===== src/rtl/mem_stage.sv =====
// Memory/writeback stage: runs load/store/push/pop bus cycles and produces the
// register-file write port and the stack-pointer write port.
module mem_stage #(
    parameter int                 WIDTH  = 32,
    parameter int                 COUNTP = 4,
    parameter logic [COUNTP-1:0]  SPREG  = 4'd15
) (
    input  logic              clk_i,
    input  logic              rst_i,
    input  logic              exe_valid,
    output logic              exe_ready,
    input  logic [2:0]        exe_op,
    input  logic [1:0]        exe_width,
    input  logic [WIDTH-1:0]  exe_addr,
    input  logic [WIDTH-1:0]  exe_data,
    input  logic [COUNTP-1:0] exe_reg,
    input  logic [WIDTH-1:0]  sp_in,
    output logic              bus_cyc_o,
    output logic              bus_stb_o,
    output logic              bus_we_o,
    output logic [WIDTH-1:0]  bus_adr_o,
    output logic [3:0]        bus_sel_o,
    output logic [WIDTH-1:0]  bus_dat_o,
    input  logic [WIDTH-1:0]  bus_dat_i,
    input  logic              bus_ack_i,
    output logic [COUNTP-1:0] write_addr,
    output logic [WIDTH-1:0]  write_data,
    output logic [1:0]        write_en,
    output logic [WIDTH-1:0]  sp_data_o,
    output logic [1:0]        sp_en,
    output logic              exc_align,
    output logic              state_dbg
);

    // Handshake: an op transfers on a rising edge where exe_valid && exe_ready;
    // exe_ready is high only in IDLE, and the op's fields are only sampled then.
    typedef enum logic {
        IDLE = 1'b0,
        BUS  = 1'b1
    } state_t;

    localparam logic [2:0] OP_ALU   = 3'd1;
    localparam logic [2:0] OP_LOAD  = 3'd2;
    localparam logic [2:0] OP_STORE = 3'd3;
    localparam logic [2:0] OP_PUSH  = 3'd4;
    localparam logic [2:0] OP_POP   = 3'd5;

    localparam logic [WIDTH-1:0] FOUR = WIDTH'(4);

    state_t              state, state_next;
    logic [2:0]          op_q;
    logic [1:0]          width_q;
    logic [COUNTP-1:0]   reg_q;
    logic [WIDTH-1:0]    sp_q;

    logic                accept;
    logic [1:0]          width_n;
    logic                is_mem;
    logic                is_stack;
    logic                misalign;
    logic                start_bus;
    logic [WIDTH-1:0]    adr_n;
    logic [3:0]          sel_n;
    logic [WIDTH-1:0]    dat_n;
    logic                we_n;
    logic [WIDTH-1:0]    ld_val;

    function automatic logic [WIDTH-1:0] zext(input logic [WIDTH-1:0] v, input logic [1:0] w);
        logic [WIDTH-1:0] r;
        r = v;
        case (w)
            2'd1:    r = {{(WIDTH-8){1'b0}}, v[7:0]};
            2'd2:    r = {{(WIDTH-16){1'b0}}, v[15:0]};
            default: r = v;
        endcase
        return r;
    endfunction

    assign exe_ready = (state == IDLE);
    assign bus_cyc_o = (state == BUS);
    assign bus_stb_o = (state == BUS);
    assign state_dbg = state;
    assign accept    = exe_valid & exe_ready;

    // Request decode for the op currently presented by execute.
    always_comb begin
        width_n  = (exe_width == 2'd0) ? 2'd3 : exe_width;
        is_mem   = (exe_op == OP_LOAD) || (exe_op == OP_STORE);
        is_stack = (exe_op == OP_PUSH) || (exe_op == OP_POP);
        misalign = is_mem && (((width_n == 2'd2) && exe_addr[0]) ||
                              ((width_n == 2'd3) && (exe_addr[1:0] != 2'b00)));
        start_bus = accept && ((is_mem && !misalign) || is_stack);
        we_n     = (exe_op == OP_STORE) || (exe_op == OP_PUSH);

        adr_n = exe_addr;
        if (exe_op == OP_PUSH)
            adr_n = sp_in - FOUR;
        else if (exe_op == OP_POP)
            adr_n = sp_in;

        sel_n = 4'b1111;
        if (is_mem) begin
            case (width_n)
                2'd1:    sel_n = 4'b1000 >> exe_addr[1:0];
                2'd2:    sel_n = exe_addr[1] ? 4'b0011 : 4'b1100;
                default: sel_n = 4'b1111;
            endcase
        end

        dat_n = exe_data;
        if (exe_op == OP_STORE) begin
            case (width_n)
                2'd1:    dat_n = {4{exe_data[7:0]}};
                2'd2:    dat_n = {2{exe_data[15:0]}};
                default: dat_n = exe_data;
            endcase
        end
    end

    // Big-endian lane select: address offset 0 is bits 31:24.
    always_comb begin
        ld_val = bus_dat_i;
        case (width_q)
            2'd1: begin
                case (bus_adr_o[1:0])
                    2'd0:    ld_val = zext({{(WIDTH-8){1'b0}}, bus_dat_i[31:24]}, 2'd1);
                    2'd1:    ld_val = zext({{(WIDTH-8){1'b0}}, bus_dat_i[23:16]}, 2'd1);
                    2'd2:    ld_val = zext({{(WIDTH-8){1'b0}}, bus_dat_i[15:8]}, 2'd1);
                    default: ld_val = zext(bus_dat_i, 2'd1);
                endcase
            end
            2'd2:    ld_val = bus_adr_o[1] ? zext(bus_dat_i, 2'd2)
                                           : zext({{(WIDTH-16){1'b0}}, bus_dat_i[31:16]}, 2'd2);
            default: ld_val = bus_dat_i;
        endcase
    end

    always_ff @(posedge clk_i or posedge rst_i) begin
        if (rst_i)
            state <= IDLE;
        else
            state <= state_next;
    end

    always_comb begin
        state_next = state;
        case (state)
            IDLE:    if (start_bus) state_next = BUS;
            BUS:     if (bus_ack_i) state_next = IDLE;
            default: state_next = IDLE;
        endcase
    end

    // Bus request registers and completion pulses.
    always_ff @(posedge clk_i or posedge rst_i) begin
        if (rst_i) begin
            op_q       <= '0;
            width_q    <= '0;
            reg_q      <= '0;
            sp_q       <= '0;
            bus_we_o   <= 1'b0;
            bus_adr_o  <= '0;
            bus_sel_o  <= '0;
            bus_dat_o  <= '0;
            write_addr <= '0;
            write_data <= '0;
            write_en   <= '0;
            sp_data_o  <= '0;
            sp_en      <= '0;
            exc_align  <= 1'b0;
        end else begin
            write_en  <= '0;
            sp_en     <= '0;
            exc_align <= 1'b0;
            if (accept) begin
                if (exe_op == OP_ALU) begin
                    write_en   <= width_n;
                    write_addr <= exe_reg;
                    write_data <= zext(exe_data, width_n);
                end else if (misalign) begin
                    exc_align <= 1'b1;
                end else if (start_bus) begin
                    op_q      <= exe_op;
                    width_q   <= is_stack ? 2'd3 : width_n;
                    reg_q     <= exe_reg;
                    sp_q      <= sp_in;
                    bus_we_o  <= we_n;
                    bus_adr_o <= adr_n;
                    bus_sel_o <= sel_n;
                    bus_dat_o <= dat_n;
                end
            end else if ((state == BUS) && bus_ack_i) begin
                case (op_q)
                    OP_LOAD: begin
                        write_en   <= width_q;
                        write_addr <= reg_q;
                        write_data <= ld_val;
                    end
                    OP_PUSH: begin
                        sp_en     <= 2'd3;
                        sp_data_o <= sp_q - FOUR;
                    end
                    OP_POP: begin
                        sp_en <= 2'd3;
                        // Popping into SP itself: the loaded word becomes the new SP.
                        if (reg_q == SPREG) begin
                            sp_data_o <= bus_dat_i;
                        end else begin
                            sp_data_o  <= sp_q + FOUR;
                            write_en   <= 2'd3;
                            write_addr <= reg_q;
                            write_data <= bus_dat_i;
                        end
                    end
                    default: ;
                endcase
            end
        end
    end

endmodule


===== config.mk =====
export PLATFORM = sky130hd
export DESIGN_NAME = mem_stage
export DESIGN_NICKNAME = d
export VERILOG_FILES = /design/src/rtl/mem_stage.sv
export SDC_FILE = /design/constraint.sdc
export NUM_CORES = 1
export LEC_CHECK = 0
export ABC_AREA = 1
export CAP_MARGIN = 10
export CORE_UTILIZATION = 35
export CTS_CLUSTER_DIAMETER = 40
export DETAILED_ROUTE_END_ITERATION = 16
export PLACE_DENSITY_LB_ADDON = 0.08
export REMOVE_ABC_BUFFERS = 1
export SYNTH_ARGS = -nofsm -noshare
export SYNTH_HDL_FRONTEND = slang
export SYNTH_SLANG_ARGS = --single-unit

===== constraint.sdc =====
create_clock -name clk_i -period 9.3 [get_ports clk_i]
set_input_delay 1.86 -clock clk_i [delete_from_list [all_inputs] [get_ports clk_i]]
set_output_delay 1.86 -clock clk_i [all_outputs]
set_load 0.05 [all_outputs]

### Word-level counts from Yosys, hierarchy flattened

Cells that the tools add are included.

| storage, ports and cells | value |
|---|---|
| output and inout bits | 146 |
| word-level logic and storage cells | 103 |
| flip-flop bits (word level) | 184 |
| input port bits | 141 |

| cells by class | value |
|---|---|
| reductions and logical operators | 22 |
| add/subtract/negate cells | 3 |
| multiplexer cells | 39 |
| bitwise operators | 5 |
| shift operators | 1 |
| equal/unequal tests | 18 |

Operator list:

| operator | number |
|---|---|
| 32-bit case mux with 2 select lines | 5 |
| 32-bit 2-to-1 mux | 8 |
| 32-bit by 3-bit subtractor with 32-bit output (second input constant) | 2 |
| 32-bit by 3-bit adder with 32-bit output (second input constant) | 1 |
| 4-bit 2-to-1 mux | 6 |
| 8-bit case mux with 3 select lines | 1 |
| 2-bit 2-to-1 mux | 9 |
| 16-bit 2-to-1 mux | 1 |
| 4-bit case mux with 2 select lines | 2 |
| 3-bit equality test (second input constant) | 4 |
| 3-bit by 2-bit equality test with 1-bit output (second input constant) | 3 |
| 2-bit equality test (second input constant) | 4 |
| 4-bit AND reduction | 2 |
| 2-bit by 1-bit equality test with 1-bit output (second input constant) | 3 |
| 1-bit logical AND | 6 |
| 2-bit nonzero test | 3 |
| 1-bit logical OR | 5 |
| 1-bit 2-to-1 mux | 5 |
| 4-bit equality test (second input constant) | 1 |
| 2-bit zero test | 2 |
| 1-bit NOT | 4 |
| 2-bit case mux with 2 select lines | 1 |
| 4-bit by 2-bit >> shifter with 4-bit output (first input constant) | 1 |
| 3-bit by 1-bit equality test with 1-bit output (second input constant) | 1 |
| 8 further kinds | 8 |

### Longest topological paths before layout

| depth | value |
|---|---|
| depth in word-level cells | 12 |
| depth in mapped cells | 12 |
| depth with buffers taken out | 12 |

### Worst setup path before layout

OpenSTA, ideal clock, no wires.

| timing | value |
|---|---|
| path kind | input to register |
| from | in exe_width[0] |
| to | reg bus_adr_o[3] |
| buffers on the path | 2 |
| stages | 12 |
| arrival time | 3.083 ns |
| data required time | 9.182 ns |
| setup slack | 6.100 ns |
| library setup time | 0.118 ns |
| cells stage by stage | inv_1 -> ha_1 -> inv_2 -> nand2_4 -> nand2_1 -> nand2_1 -> nand2_2 -> inv_2 -> buf_6 -> buf_4 -> nand2_1 -> nand2_1 |

| between the ends | value |
|---|---|
| word-level cells in the longest chain between the ends | 11 |
| elaborated cells on any way between the ends | 14 |
| classes of those cells | eq/ne: 2; mux: 1; bitwise: 1; reduce/logical: 10 |

RTL lines:

| what | line | RTL |
|---|---|---|
| start, declared | 13 | `input logic [1:0] exe_width,` |
| 2-bit zero test | 87 | `width_n = (exe_width == 2'd0) ? 2'd3 : exe_width;` |
| 2-bit 2-to-1 mux * | 87 |  |
| 2-bit equality test (on tied branches) | 90, 91 |  |
| 1-bit logical AND (on tied branches) | 90, 91 |  |
| 1-bit logical OR * | 90 | `misalign = is_mem && (((width_n == 2'd2) && exe_addr[0]) \|\|` |
| 1-bit logical AND * | 90 |  |
| 1-bit zero test | 92 | `start_bus = accept && ((is_mem && !misalign) \|\| is_stack);` |
| 1-bit logical AND | 92 |  |
| 1-bit logical OR | 92 |  |
| 1-bit logical AND | 92 |  |
| 4-bit AND reduction (no line) * | - |  |
| end signal, assigned | 188 | `bus_adr_o <= adr_n;` |
| end, declared | 21 | `output logic [WIDTH-1:0] bus_adr_o,` |

Mark *: on every way between the ends. The rest lies on a longest branch, timed or not.
A chain may end at the register's enable or synchronous reset.

### Worst setup path after layout

| timing | value |
|---|---|
| from | in exe_valid |
| to | reg bus_adr_o[17] |

| between the ends | value |
|---|---|
| word-level cells in the longest chain between the ends | 3 |

RTL lines:

| what | line | RTL |
|---|---|---|
| start, declared | 10 | `input logic exe_valid,` |
| 1-bit AND * | 83 | `assign accept = exe_valid & exe_ready;` |
| 1-bit logical AND | 92 |  |
| 4-bit AND reduction (no line) * | - |  |

Marked as above.

==> results.txt <==
Yosys mapped a number of flops with a built-in enable equal to 0. The number of nets at the end of the flow came out at 2121. The global placer's final weighted congestion came out at 0.919. The via count of the first global-routing pass is 11.8k. From bottom edge to top edge, the die measures 185 um.

After synthesis the netlist holds a flip-flop and latch count of 183. The gate count of the mapped netlist came out at 1742. The endpoint class of the critical path is a register.

The nature of the critical path startpoint is an input port. The cell area after synthesis is 11700 um^2. The die is 185 um wide. The clock network accounts for 17.3% of the total power. The share of total power in sequential cells is 30.3%.

The most used flip-flop cell after synthesis is sky130_fd_sc_hd__dfrtp_1. TritonCTS built the clock tree. The deepest clock path buffer count is 2. The total leakage power came out at 6.80 nW.

The ratio of routed vias to standard cells came out at 5.13. The actual transition at the worst max-transition pin is 1200 ps. The final setup skew is 11.9 ps. Dividing the detail-routed wire length by the instance count gives 18.3 um. The floorplan step defined a die boundary enclosing 34200 um^2. The highest clock rate is 199 MHz.

The final cell area excluding filler cells is 15400 um^2. The count of port buffers added during placement came out at 286. The arrival time of data at the critical path endpoint came out at 5310 ps.

The number of antenna-violating nets in the routed design is 0. The later-pin clock latency in the skew report is 460 ps. The buffer count from post-CTS setup fixing is 0.

The buffer cell driving the clock tree root is sky130_fd_sc_hd__clkbuf_16. The clock transition at the registers of the reported paths is 80 ps. Cell internal power was estimated by the tool at 2.17 mW.

The first global-routing pass estimated 68000 um of wire. The largest fanout on the critical path is 67. The number of primary I/O pins is 287. The hold buffer count at CTS is 0. The hold violation count in the final report is 0. The proportion of total power due to net switching is 49.8%. The number of design rule violations left after detail routing is 0. The max-slew violation count came to 0. The post-cts gate resize count came out at 0. The sequential element share of the synthesized area is 39.1%.

The number of violations of the max-capacitance limit is 0. The standard cell area after detailed placement is 14800 um^2. The critical path is of the input port to register type. The synthesized area per cell is 6.73 um^2. In this run the power spent charging and discharging nets is 2.15 mW.

The number of warning messages in the yosys log is 0. The number of clock buffers inserted by TritonCTS is 17. The fraction of synthesis flops using an asynchronous set or reset pin is 100%. Global routing finished with a remaining overflow of 0. The final hold slack came out at 480 ps. The fraction of layout instances using a drive strength above 1 is 4.74%. The core area came out at 32700 um^2. The initialized floorplan defines 66 standard-cell rows.

The class of the most critical hold timing path is register to register. The initial cell density of the core came out at 35.8%. In this run the tightest slew margin relative to its limit is 20.0%. The worst vdd rail ir drop is 153 uV.

The total wire length came out at 44400 um. Setup total negative slack on the finished layout was measured at 0 ps. The power per unit of standard cell area came out at 282 nW/um^2.

The slack of the worst reg-to-reg path came out at 5600 ps. The run finished with clean final reports. Setup violations remaining at the end of the flow were counted as 0.

The DRC marker count from the first detailed-route iteration is 1017. The top cell type's share of synthesized area is 39.1%. The largest total area in the synthesized netlist belongs to sky130_fd_sc_hd__dfrtp_1. For this run, the share of the core covered by cells in the final layout is 47.0%. The overall fraction of global-route tracks in use came out at 26.2%. The detailed-router iteration count before antenna repair is 5. The total of fill cells in the finished design is 3413. The initial antenna violation count is 2. The minimum clock period came out at 5020 ps. Setup repair after global routing left no endpoint under its margin.

Summed over all nets, the half-perimeter wirelength after detailed placement is 33600 um. The required time at the endpoint of the critical path came out at 9590 ps. Ranked by total cell area, the synthesized netlist is headed by sky130_fd_sc_hd__dfrtp_1 (39%), sky130_fd_sc_hd__nand2_1 (18%), sky130_fd_sc_hd__nor2_1 (8.2%). The share of power burned in combinational logic came out at 52.4%. The H-tree depth came out at 4. The detailed-route via count is 12.5k. The area overhead of the layout relative to synthesis is 31.1%. Entering global routing, the biggest net connects 108 pins.

The number of library cell types mapped by synthesis came out at 39. The total number of clock tree sinks came out at 183. The final period utilization is 54.0%.
[sequential cells by signal, summed over array words and instances, names as in the netlist, 2 cells and up]
name / count
write_en: 2
write_addr: 4
bus_dat_o: 32
op_q: 3
sp_data_o: 32
bus_adr_o: 32
bus_sel_o: 4
sp_q: 32
write_data: 32
reg_q: 4
width_q: 2
[final timing paths]
path	cells past startpoint	start	to
min in group asynchronous	2	rst_i	reg_q[3]
setup reg to reg	7	bus_cyc_o	bus_adr_o[17]
hold / removal	2	bus_dat_o[3]	bus_dat_o[3]
hold reg to reg	2	bus_dat_o[3]	bus_dat_o[3]
max in group asynchronous	3	rst_i	write_data[4]
setup / recovery	7	exe_valid	bus_adr_o[17]
[per-layer routing]
metal	track usage [%]	part of all wire, %
met4	9.22	2.5
met3	4.64	6.2
met2	39.9	44
met1	37.1	47
met5	0	0.059
[power by group through the flow]
stage	logic, mW	registers [mW]	clock network, mW
2_1_floorplan	0.651	2.09	0
3_3_place_gp	2.25	1.32	0
3_5_place_dp	2.27	1.32	0
4_1_cts	2.27	1.31	0.764
5_1_grt	2.43	1.35	0.791
6_report	2.27	1.31	0.750
[per-stage QoR]
step	std cells	worst slack (ps)	power, mW
6_report	2429	4280	4.33
5_1_grt	2427	3960	4.57
4_1_cts	2427	4290	4.34
3_5_place_dp	2395	3810	3.59
3_3_place_gp	2395	3860	3.57
2_1_floorplan	1662	2470	2.74
[cell families (layout without fill, tap and decap cells)]
group	Yosys count	count (layout)	synth area share, %
AO/OA/AOI/OAI	311	311	15.4
other	0	2	0
XOR/XNOR	26	26	1.94
adder cells (fa/ha/maj)	8	8	0.854
AND/OR/NAND/NOR	978	978	34.0
flip-flops	183	183	39.1
buffers and inverters	236	479	8.64
[cells in the final DEF (no fill, tap or decap), drive strengths merged, types with 11 or more instances in the layout]
cell type / synthesis / layout
clkinv: 4 / 11
nand2: 584 / 584
nor2: 267 / 267
nand4: 18 / 18
inv: 152 / 159
nand3b: 14 / 14
a31oi: 36 / 36
dfrtp: 183 / 183
or2: 23 / 23
clkdlybuf4s50: 0 / 286
a21oi: 54 / 54
o22ai: 12 / 12
o21ai: 151 / 151
a32oi: 16 / 16
nand3: 66 / 66
clkbuf: 28 / 18
o211ai: 21 / 21
xor2: 26 / 26
[cell type report]
class | count | area (um^2) | area share, %
repair buffers | 291 | 2900 | 18.9
inverters | 156 | 597 | 3.89
well taps | 442 | 553 | 3.60
clock buffers | 18 | 439 | 2.86
clock inverters | 14 | 150 | 0.978
flip-flops and latches | 183 | 4580 | 29.8
diodes | 2 | 5.00 | 0.0326
multi-input cells | 1323 | 6140 | 39.9
[worst max-delay path, stage by stage]
cell and delay [ps]:
sky130_fd_sc_hd__clkdlybuf4s50_1 410, sky130_fd_sc_hd__nand2_2 590, sky130_fd_sc_hd__inv_2 430, sky130_fd_sc_hd__nand2_1 250, sky130_fd_sc_hd__nand2_4 380, sky130_fd_sc_hd__inv_2 1030, sky130_fd_sc_hd__o21ai_0 240
[Yosys cell counts (6+ instances only)]
cell / instances
sky130_fd_sc_hd__nand2_1: 575
sky130_fd_sc_hd__nor2_1: 257
sky130_fd_sc_hd__dfrtp_1: 183
sky130_fd_sc_hd__inv_1: 141
sky130_fd_sc_hd__o21ai_0: 115
sky130_fd_sc_hd__nand3_1: 66
sky130_fd_sc_hd__a21oi_1: 54
sky130_fd_sc_hd__buf_2: 37
sky130_fd_sc_hd__a31oi_1: 36
sky130_fd_sc_hd__o21ai_1: 36
sky130_fd_sc_hd__clkbuf_1: 27
sky130_fd_sc_hd__xor2_1: 26
sky130_fd_sc_hd__or2_2: 23
sky130_fd_sc_hd__o211ai_1: 20
sky130_fd_sc_hd__nand4_1: 18
sky130_fd_sc_hd__a32oi_1: 16
sky130_fd_sc_hd__nand3b_1: 14
sky130_fd_sc_hd__o22ai_1: 12
sky130_fd_sc_hd__buf_4: 10
sky130_fd_sc_hd__inv_2: 10
sky130_fd_sc_hd__a41oi_1: 8
sky130_fd_sc_hd__ha_1: 8
sky130_fd_sc_hd__nor2_2: 8
sky130_fd_sc_hd__nand2_2: 6
sky130_fd_sc_hd__nor3_1: 6
Note: power is estimated with default switching activity, not from simulation.
